### config.mk
export PLATFORM = sky130hd
export DESIGN_NAME = rom_dl_router
export DESIGN_NICKNAME = d
export VERILOG_FILES = /design/src/rtl/rom_dl_router.sv
export SDC_FILE = /design/constraint.sdc
export NUM_CORES = 1
export LEC_CHECK = 0
export CAP_MARGIN = 20
export CORE_MARGIN = 3
export CORE_UTILIZATION = 47
export DETAILED_ROUTE_END_ITERATION = 7
export PLACE_DENSITY = 0.82
export SLEW_MARGIN = 10
export SYNTH_ARGS = -nofsm -noshare
export SYNTH_HDL_FRONTEND = slang
export SYNTH_SLANG_ARGS = --single-unit
### constraint.sdc
create_clock -name clk_sys -period 8.15 [get_ports clk_sys]
set_input_delay 1.63 -clock clk_sys [delete_from_list [all_inputs] [get_ports clk_sys]]
set_output_delay 1.63 -clock clk_sys [all_outputs]
set_load 0.02 [all_outputs]
### src/rtl/rom_dl_router.sv
// ioctl download router: N address regions with registered strobes, byte counters and a load sequencer.
// 1-cycle write latency, no backpressure. Optional per-region checksum under ROM_DL_CHECKSUM_EN.
module rom_dl_router #(
  parameter int NUM_REGIONS = 4,
  parameter int LOCAL_AW = 16,
  parameter logic [25*NUM_REGIONS-1:0] REGION_BASE = {25'hFF00, 25'hE000, 25'h0, 25'h0},
  parameter logic [5*NUM_REGIONS-1:0] REGION_LOG2 = {5'd16, 5'd12, 5'd15, 5'd16},
  parameter int ROM_INDEX = 0,
  parameter int MOD_INDEX = 1,
  parameter int DIP_INDEX = 254,
  parameter int DIP_BYTES = 8
) (
  input  logic                                clk_sys,
  input  logic                                reset,
  input  logic                                ioctl_download,
  input  logic                                ioctl_wr,
  input  logic [7:0]                          ioctl_index,
  input  logic [24:0]                         ioctl_addr,
  input  logic [7:0]                          ioctl_dout,
  output logic [NUM_REGIONS-1:0]              wr_en,
  output logic [LOCAL_AW-1:0]                 wr_addr,
  output logic [7:0]                          wr_data,
  output logic [NUM_REGIONS*(LOCAL_AW+1)-1:0] region_cnt,
  output logic [NUM_REGIONS-1:0]              region_full,
  output logic [8*DIP_BYTES-1:0]              dip,
  output logic [7:0]                          mod_byte,
  output logic                                mod_valid,
  output logic                                core_hold,
  output logic                                rom_ready,
  output logic                                load_done,
  output logic [NUM_REGIONS*16-1:0]           region_sum
);

  localparam int CW = LOCAL_AW + 1;

  typedef enum logic [1:0] {IDLE = 2'd0, LOADING = 2'd1, FLUSH = 2'd2} state_t;

  state_t                 state, state_nxt;
  logic                   dl_q;
  logic                   rise, fall, clr, accept, dip_wr, mod_wr;
  logic [25:0]            off [NUM_REGIONS];
  logic [NUM_REGIONS-1:0] hit;
  logic [LOCAL_AW-1:0]    laddr;
  logic [CW-1:0]          cnt [NUM_REGIONS];

  assign rise   = ioctl_download & ~dl_q & (ioctl_index == 8'(ROM_INDEX));
  assign fall   = ~ioctl_download & dl_q;
  assign accept = ioctl_wr & ioctl_download & (ioctl_index == 8'(ROM_INDEX)) & (state == LOADING);
  assign dip_wr = ioctl_wr & (ioctl_index == 8'(DIP_INDEX));
  assign mod_wr = ioctl_wr & (ioctl_index == 8'(MOD_INDEX));

  always_comb begin
    state_nxt = state;
    clr       = 1'b0;
    case (state)
      IDLE: begin
        if (rise) begin
          state_nxt = LOADING;
          clr       = 1'b1;
        end
      end
      LOADING: if (fall) state_nxt = FLUSH;
      FLUSH:   state_nxt = IDLE;
      default: state_nxt = IDLE;
    endcase
  end

  // dl_q resets high so a download held across reset release never looks like a rising edge
  always_ff @(posedge clk_sys or posedge reset) begin
    if (reset) begin
      state     <= IDLE;
      dl_q      <= 1'b1;
      core_hold <= 1'b0;
      rom_ready <= 1'b0;
      load_done <= 1'b0;
    end else begin
      state     <= state_nxt;
      dl_q      <= ioctl_download;
      core_hold <= (state_nxt != IDLE);
      load_done <= (state == FLUSH);
      if (clr)
        rom_ready <= 1'b0;
      else if (state == FLUSH)
        rom_ready <= 1'b1;
    end
  end

  for (genvar g = 0; g < NUM_REGIONS; g++) begin : g_region
    localparam logic [CW-1:0] SZ = CW'(1) << REGION_LOG2[5*g +: 5];

    assign off[g] = {1'b0, ioctl_addr} - {1'b0, REGION_BASE[25*g +: 25]};
    assign hit[g] = ~off[g][25] && ((off[g][24:0] >> REGION_LOG2[5*g +: 5]) == 25'd0);
    assign region_full[g] = (cnt[g] == SZ);
    assign region_cnt[CW*g +: CW] = cnt[g];

    always_ff @(posedge clk_sys or posedge reset) begin
      if (reset)
        cnt[g] <= '0;
      else if (clr)
        cnt[g] <= '0;
      else if (accept && hit[g] && !region_full[g])
        cnt[g] <= cnt[g] + CW'(1);
    end

`ifdef ROM_DL_CHECKSUM_EN
    logic [15:0] sum;
    always_ff @(posedge clk_sys or posedge reset) begin
      if (reset)
        sum <= '0;
      else if (clr)
        sum <= '0;
      else if (accept && hit[g] && !region_full[g])
        sum <= sum + {8'd0, ioctl_dout};
    end
    assign region_sum[16*g +: 16] = sum;
`else
    assign region_sum[16*g +: 16] = 16'd0;
`endif
  end

  // One shared local address: the highest-numbered matching region supplies the offset
  always_comb begin
    laddr = '0;
    for (int i = 0; i < NUM_REGIONS; i++)
      if (hit[i]) laddr = off[i][LOCAL_AW-1:0];
  end

  always_ff @(posedge clk_sys or posedge reset) begin
    if (reset) begin
      wr_en   <= '0;
      wr_addr <= '0;
      wr_data <= '0;
    end else begin
      wr_en <= accept ? hit : '0;
      if (accept && (|hit)) begin
        wr_addr <= laddr;
        wr_data <= ioctl_dout;
      end
    end
  end

  always_ff @(posedge clk_sys or posedge reset) begin
    if (reset) begin
      dip       <= '0;
      mod_byte  <= '0;
      mod_valid <= 1'b0;
    end else begin
      for (int k = 0; k < DIP_BYTES; k++)
        if (dip_wr && (ioctl_addr == 25'(k))) dip[8*k +: 8] <= ioctl_dout;
      if (mod_wr) begin
        mod_byte  <= ioctl_dout;
        mod_valid <= 1'b1;
      end
    end
  end

endmodule

# Word-level counts from Yosys, hierarchy flattened
# Index checks and enable logic that the tools add are counted.
dict set report op_classes {
  reduce_logical 37
  bitwise 12
  n_mux 20
  add_sub_neg 6
  eq_ne 15
}
# op count
set op_table {}
lappend op_table {{two-way mux 17 bit} 8}
lappend op_table {{logical NOT 25 bit} 5}
lappend op_table {{equality test 25 x 3 -> 1 bit (second input constant)} 4}
lappend op_table {{adder 17 x 1 -> 17 bit (second input constant)} 4}
lappend op_table {{two-way mux 16 bit} 4}
lappend op_table {{subtractor 25 x 16 -> 26 bit (second input constant)} 2}
lappend op_table {{equality test 25 x 2 -> 1 bit (second input constant)} 2}
lappend op_table {{equality test 17 bit (second input constant)} 2}
lappend op_table {{equality test 25 x 1 -> 1 bit (second input constant)} 1}
lappend op_table {{logical AND 1 bit} 19}
lappend op_table {{equality test 17 x 13 -> 1 bit (second input constant)} 1}
lappend op_table {{equality test 17 x 16 -> 1 bit (second input constant)} 1}
lappend op_table {{nonzero test 2 bit} 6}
lappend op_table {{AND 1 bit} 8}
lappend op_table {{equality test 8 x 1 -> 1 bit (second input constant)} 1}
lappend op_table {{equality test 8 bit (second input constant)} 1}
lappend op_table {{logical NOT 8 bit} 1}
lappend op_table {{logical NOT 1 bit} 4}
lappend op_table {{two-way mux 1 bit} 4}
lappend op_table {{two-way mux 2 bit} 2}
lappend op_table {{two-way mux 4 bit} 1}
lappend op_table {{inverter 1 bit} 4}
lappend op_table {{one-hot mux 2 bit (2 select lines)} 1}
lappend op_table {{OR reduction 4 bit} 1}
lappend op_table {{other kinds (3)} 3}
dict set report word_totals {
  register_bits 175
  wordCells 112
}

# Longest topological paths before layout
dict set report depth {
  ltp_word 7
  depth_mapped 11
  mapped_depth_nobuf 10
}

# Worst setup path after synthesis
# OpenSTA, ideal clock, no wires.
dict set report synth_timing {
  kind {input to register}
  from {input ioctl_addr[16]}
  to {register cnt (netlist bit region_cnt[43])}
  cell_stages 10
  arrival_time_ns 4.087
  required_ns 8.072
  slack_ns 3.985
  cell_sequence {buf_6 nor4_4 nand3b_1 xnor2_1 or4_1 buf_2 or4_4 buf_6 or3_1 a21oi_1}
}
dict set report synth_between {
  elab_chain_len 6
}
# item line
set synth_rtl {}
lappend synth_rtl {{from (decl)} 18} ;# input logic [24:0] ioctl_addr,
lappend synth_rtl {{subtractor 25 x 16 -> 26 bit *} 91} ;# assign off[g] = {1'b0, ioctl_addr} - {1'b0, REGION_BASE[25*g +: 25]};
lappend synth_rtl {{logical NOT 25 bit / inverter 1 bit (equally long branches)} 92} ;# assign hit[g] = ~off[g][25] && ((off[g][24:0] >> REGION_LOG2[5*g +: 5]) == 25'd0);
lappend synth_rtl {{logical AND 1 bit *} 92}
lappend synth_rtl {{logical AND 1 bit * (2 in a row)} 101} ;# else if (accept && hit[g] && !region_full[g])
lappend synth_rtl {{nonzero test 2 bit (no source line) *} n/a}
lappend synth_rtl {{to (signal, indexed assignment)} 102} ;# cnt[g] <= cnt[g] + CW'(1);
lappend synth_rtl {{to (decl)} 44} ;# logic [CW-1:0] cnt [NUM_REGIONS];
# Mark *: on every way between the ends. The rest lies on a longest branch, timed or not.
# A chain may end at the register's enable or synchronous reset.

# Final worst setup path
dict set report layout_timing {
  from {input ioctl_addr[14]}
  to {register cnt (netlist bit region_cnt[64])}
}
# Same word-level chain as after synthesis.

==> impl_results.md <==
* Average cell area after synthesis at between 10 and 15 µm²
* Worst endpoint required time at between 8 and 9 ns
* Yosys warnings at 0
* Number of setup violations in the final report at 0
* Met3 WL at ~1.1 mm
* Setup TNS Final at 0 ns
* Yosys cell types at 55
* Worst setup EP type: flop
* Reg-to-reg slack, setup at between 5 and 6 ns
* Max-slew violations at 0
* Cells after Synth at around 800
* Area contributors post-synth: dfrtp_1 50%, mux2_2 12%, buf_4 5.5%
* Die W at 141.9 µm
* Floorplan row count at between 40 and 50
* Drt drc at 0
* Post-CTS Setup Inserts at 0
* Worst ir drop on vdd at roughly 0.00014 V
* Sequential share of the synthesized area at between 50 and 60%
* Via Count at 6698
* Worst-path maximum fanout at 24
* Initial antenna violation count at 0
* Core area at approximately 18000 µm²
* Startpoint types: primary input
* GPL Wtd Cong at 0.8411
* Worst hold path type: reg -> reg
* Final net count at ~1100
* Inserted Clock Buffers at 17
* Slew HR at 46.67%
* Hold slack at roughly 0.5 ns
* Met2 wire len at 11.26 mm
* Pre-antenna DRT Iters at 4
* Die height at ~140 µm
* Clock root cell: clkbuf_16
* Critical register-to-register path endpoint: region_cnt[16]
* Status: finished, final reports clean
* Post-CTS sizing at 0
* Hold EP: wr_addr[14]
* Crit share post-route at between 60 and 70%
* Hold wc startpoint: wr_addr[14]
* Sink Count at around 180
* P&R area growth vs syn at 31.94%
* Min cycle time layout at ~5.0 ns
* EDFF count, synth at 0
* Clk_skew at ~0.011 ns
* Mapped cell area at approximately 8700 µm²
* Post-route ant nets at 0
* GRT Overall Usage at roughly 22%
* Global route total overflow at 0
* Post-synth ARST share at between 90% and 100%
* WL/cell at 17.82 µm
* Number of I/O port buffers at 220
* Reg2Reg Depth at 8
* HPWL Detailed at 16.14 mm
* Hold Crit Depth at 2
* Via density per instance at ~5.3
* H-Tree Level Count at 4
* First-pass GRT wire length at between 30 and 40 mm
* Hold Buf Count CTS at 0
* Critical path class: in -> reg
* Initial core utilization at between 40% and 50%
* Worst-case clock buffer depth at 2
* Core Util, Final at about 63%
* Vias in the first global route at 6547
* Highest Signal Layer: met4
* #FFs+latches synth at roughly 180
* Actual slew at the worst max-slew pin at about 0.8 ns
* Synth area leader: dfrtp_1
* Fin. Hold Viols at 0
* DR iter-0 viols at roughly 340
* Routed length on met1 at ~9.6 mm
* TritonCTS clock tree: built
* Final Total Pwr at 1.798 mW
* Die ar. at just over 20000 µm²
* Clock latency at the later pin of the worst-skew pair at between 0.4 and 0.5 ns
* Final WL at ~22 mm
* Max-cap violation count at 0
* Pwr dens at approximately 160 nW/µm²
* Post-synth top area share at 50.14%
* Number of top-level pins at 285
* Largest net degree at the start of global routing at 115
* Unrepaired setup endpoints after global routing: no
* Critical Path AT at between 5 and 6 ns
* Layout cell share with drive strength beyond 1 at ~14%
* Lkg Pwr at slightly above 5 nW
* Max Clock Freq at 0.1995 GHz
* Clock Pin Slew Worst Setup and Hold Paths at ~0.070 ns
* Ys flop type: dfrtp_1
* R2r startpoint: state[1]
[report_power, final]
part           switching (mW)  internal (mW)  leakage, nW
logic                  0.0812         0.0379         2.45
clock network           0.390          0.414        0.290
registers             0.00326          0.872         2.41
total                   0.475           1.32         5.15
[Yosys cell counts (all sizes together) (20+ instances only)]
master,count
nand3,32
nand2,36
nor2,70
buf,81
or3,21
xor2,21
a21oi,25
o21ai,29
mux2,91
inv,20
dfrtp,174
xnor2,24
[worst max-delay path, cell delays in order]
cell,delay [ns]
clkdlybuf4s50_1,0.70
ha_1,0.32
and4_1,0.31
a21boi_0,0.11
o311ai_0,0.40
and4_1,0.57
nand2_1,0.53
or4_1,0.62
a21oi_1,0.17
[cell type report]
cell class | count | area (µm²)
fill | 1439 | 6628
sequential | 175 | 4380
multi-input combinational | 572 | 3862
timing repair buffer | 225 | 2260
clock buffer | 17 | 425.4
tap | 229 | 286.5
clock inverter | 15 | 161.4
inverter | 20 | 80.08
antenna | 1 | 2.502
[worst max path at each step]
stage,cells after the start,end,from
floorplan,1,core_hold,reset
global placement,9,wr_data[5],ioctl_addr[14]
detailed placement,9,region_cnt[64],ioctl_addr[14]
CTS,9,region_cnt[64],ioctl_addr[14]
global route,9,region_cnt[64],ioctl_addr[14]
finish,9,region_cnt[64],ioctl_addr[14]
[stage by stage]
stage	instances	cell area [µm²]	setup slack, ns
3_5_place_dp	1220	10840	2.776
3_3_place_gp	1220	10840	2.953
4_1_cts	1252	11430	3.202
2_1_floorplan	861	8921	1.776
6_report	1254	11460	3.137
5_1_grt	1253	11460	2.897
[cells by family after synthesis]
family          count (synthesis)  share of synthesized area [%]
xor+xnor                       45                          4.538
simple gates                  279                          17.98
other cells                     1                        0.04318
flops                         175                          50.44
compound gates                 79                          5.316
fa+ha+maj                      11                          1.585
mux                            94                          12.15
buf+inv                       114                          7.953
[sequential cells by signal, summed over array words and instances (netlist names)]
register	count
load_done	1
dl_q	1
wr_data	8
wr_en	4
dip	64
region_cnt	68
mod_valid	1
state	2
mod_byte	8
rom_ready	1
wr_addr	16
core_hold	1
[cell usage in the layout, fill, tap and decap left out, types with 24 or more instances in the layout]
master / count
conb_1: 64
mux2_2: 91
nor2_1: 70
dfrtp_1: 174
xnor2_1: 24
nand2_1: 36
a21oi_1: 25
o21ai_0: 29
nand3_1: 31
clkdlybuf4s50_1: 220
[routing by layer]
layer / global-route usage [%] / up-vias
met2: 37.44 / 233
met5: 0 / -
li1: - / 3112
met1: 28.53 / 3325
met4: 6.414 / 0
met3: 4.839 / 28
Note: power is estimated with default switching activity, not from simulation.
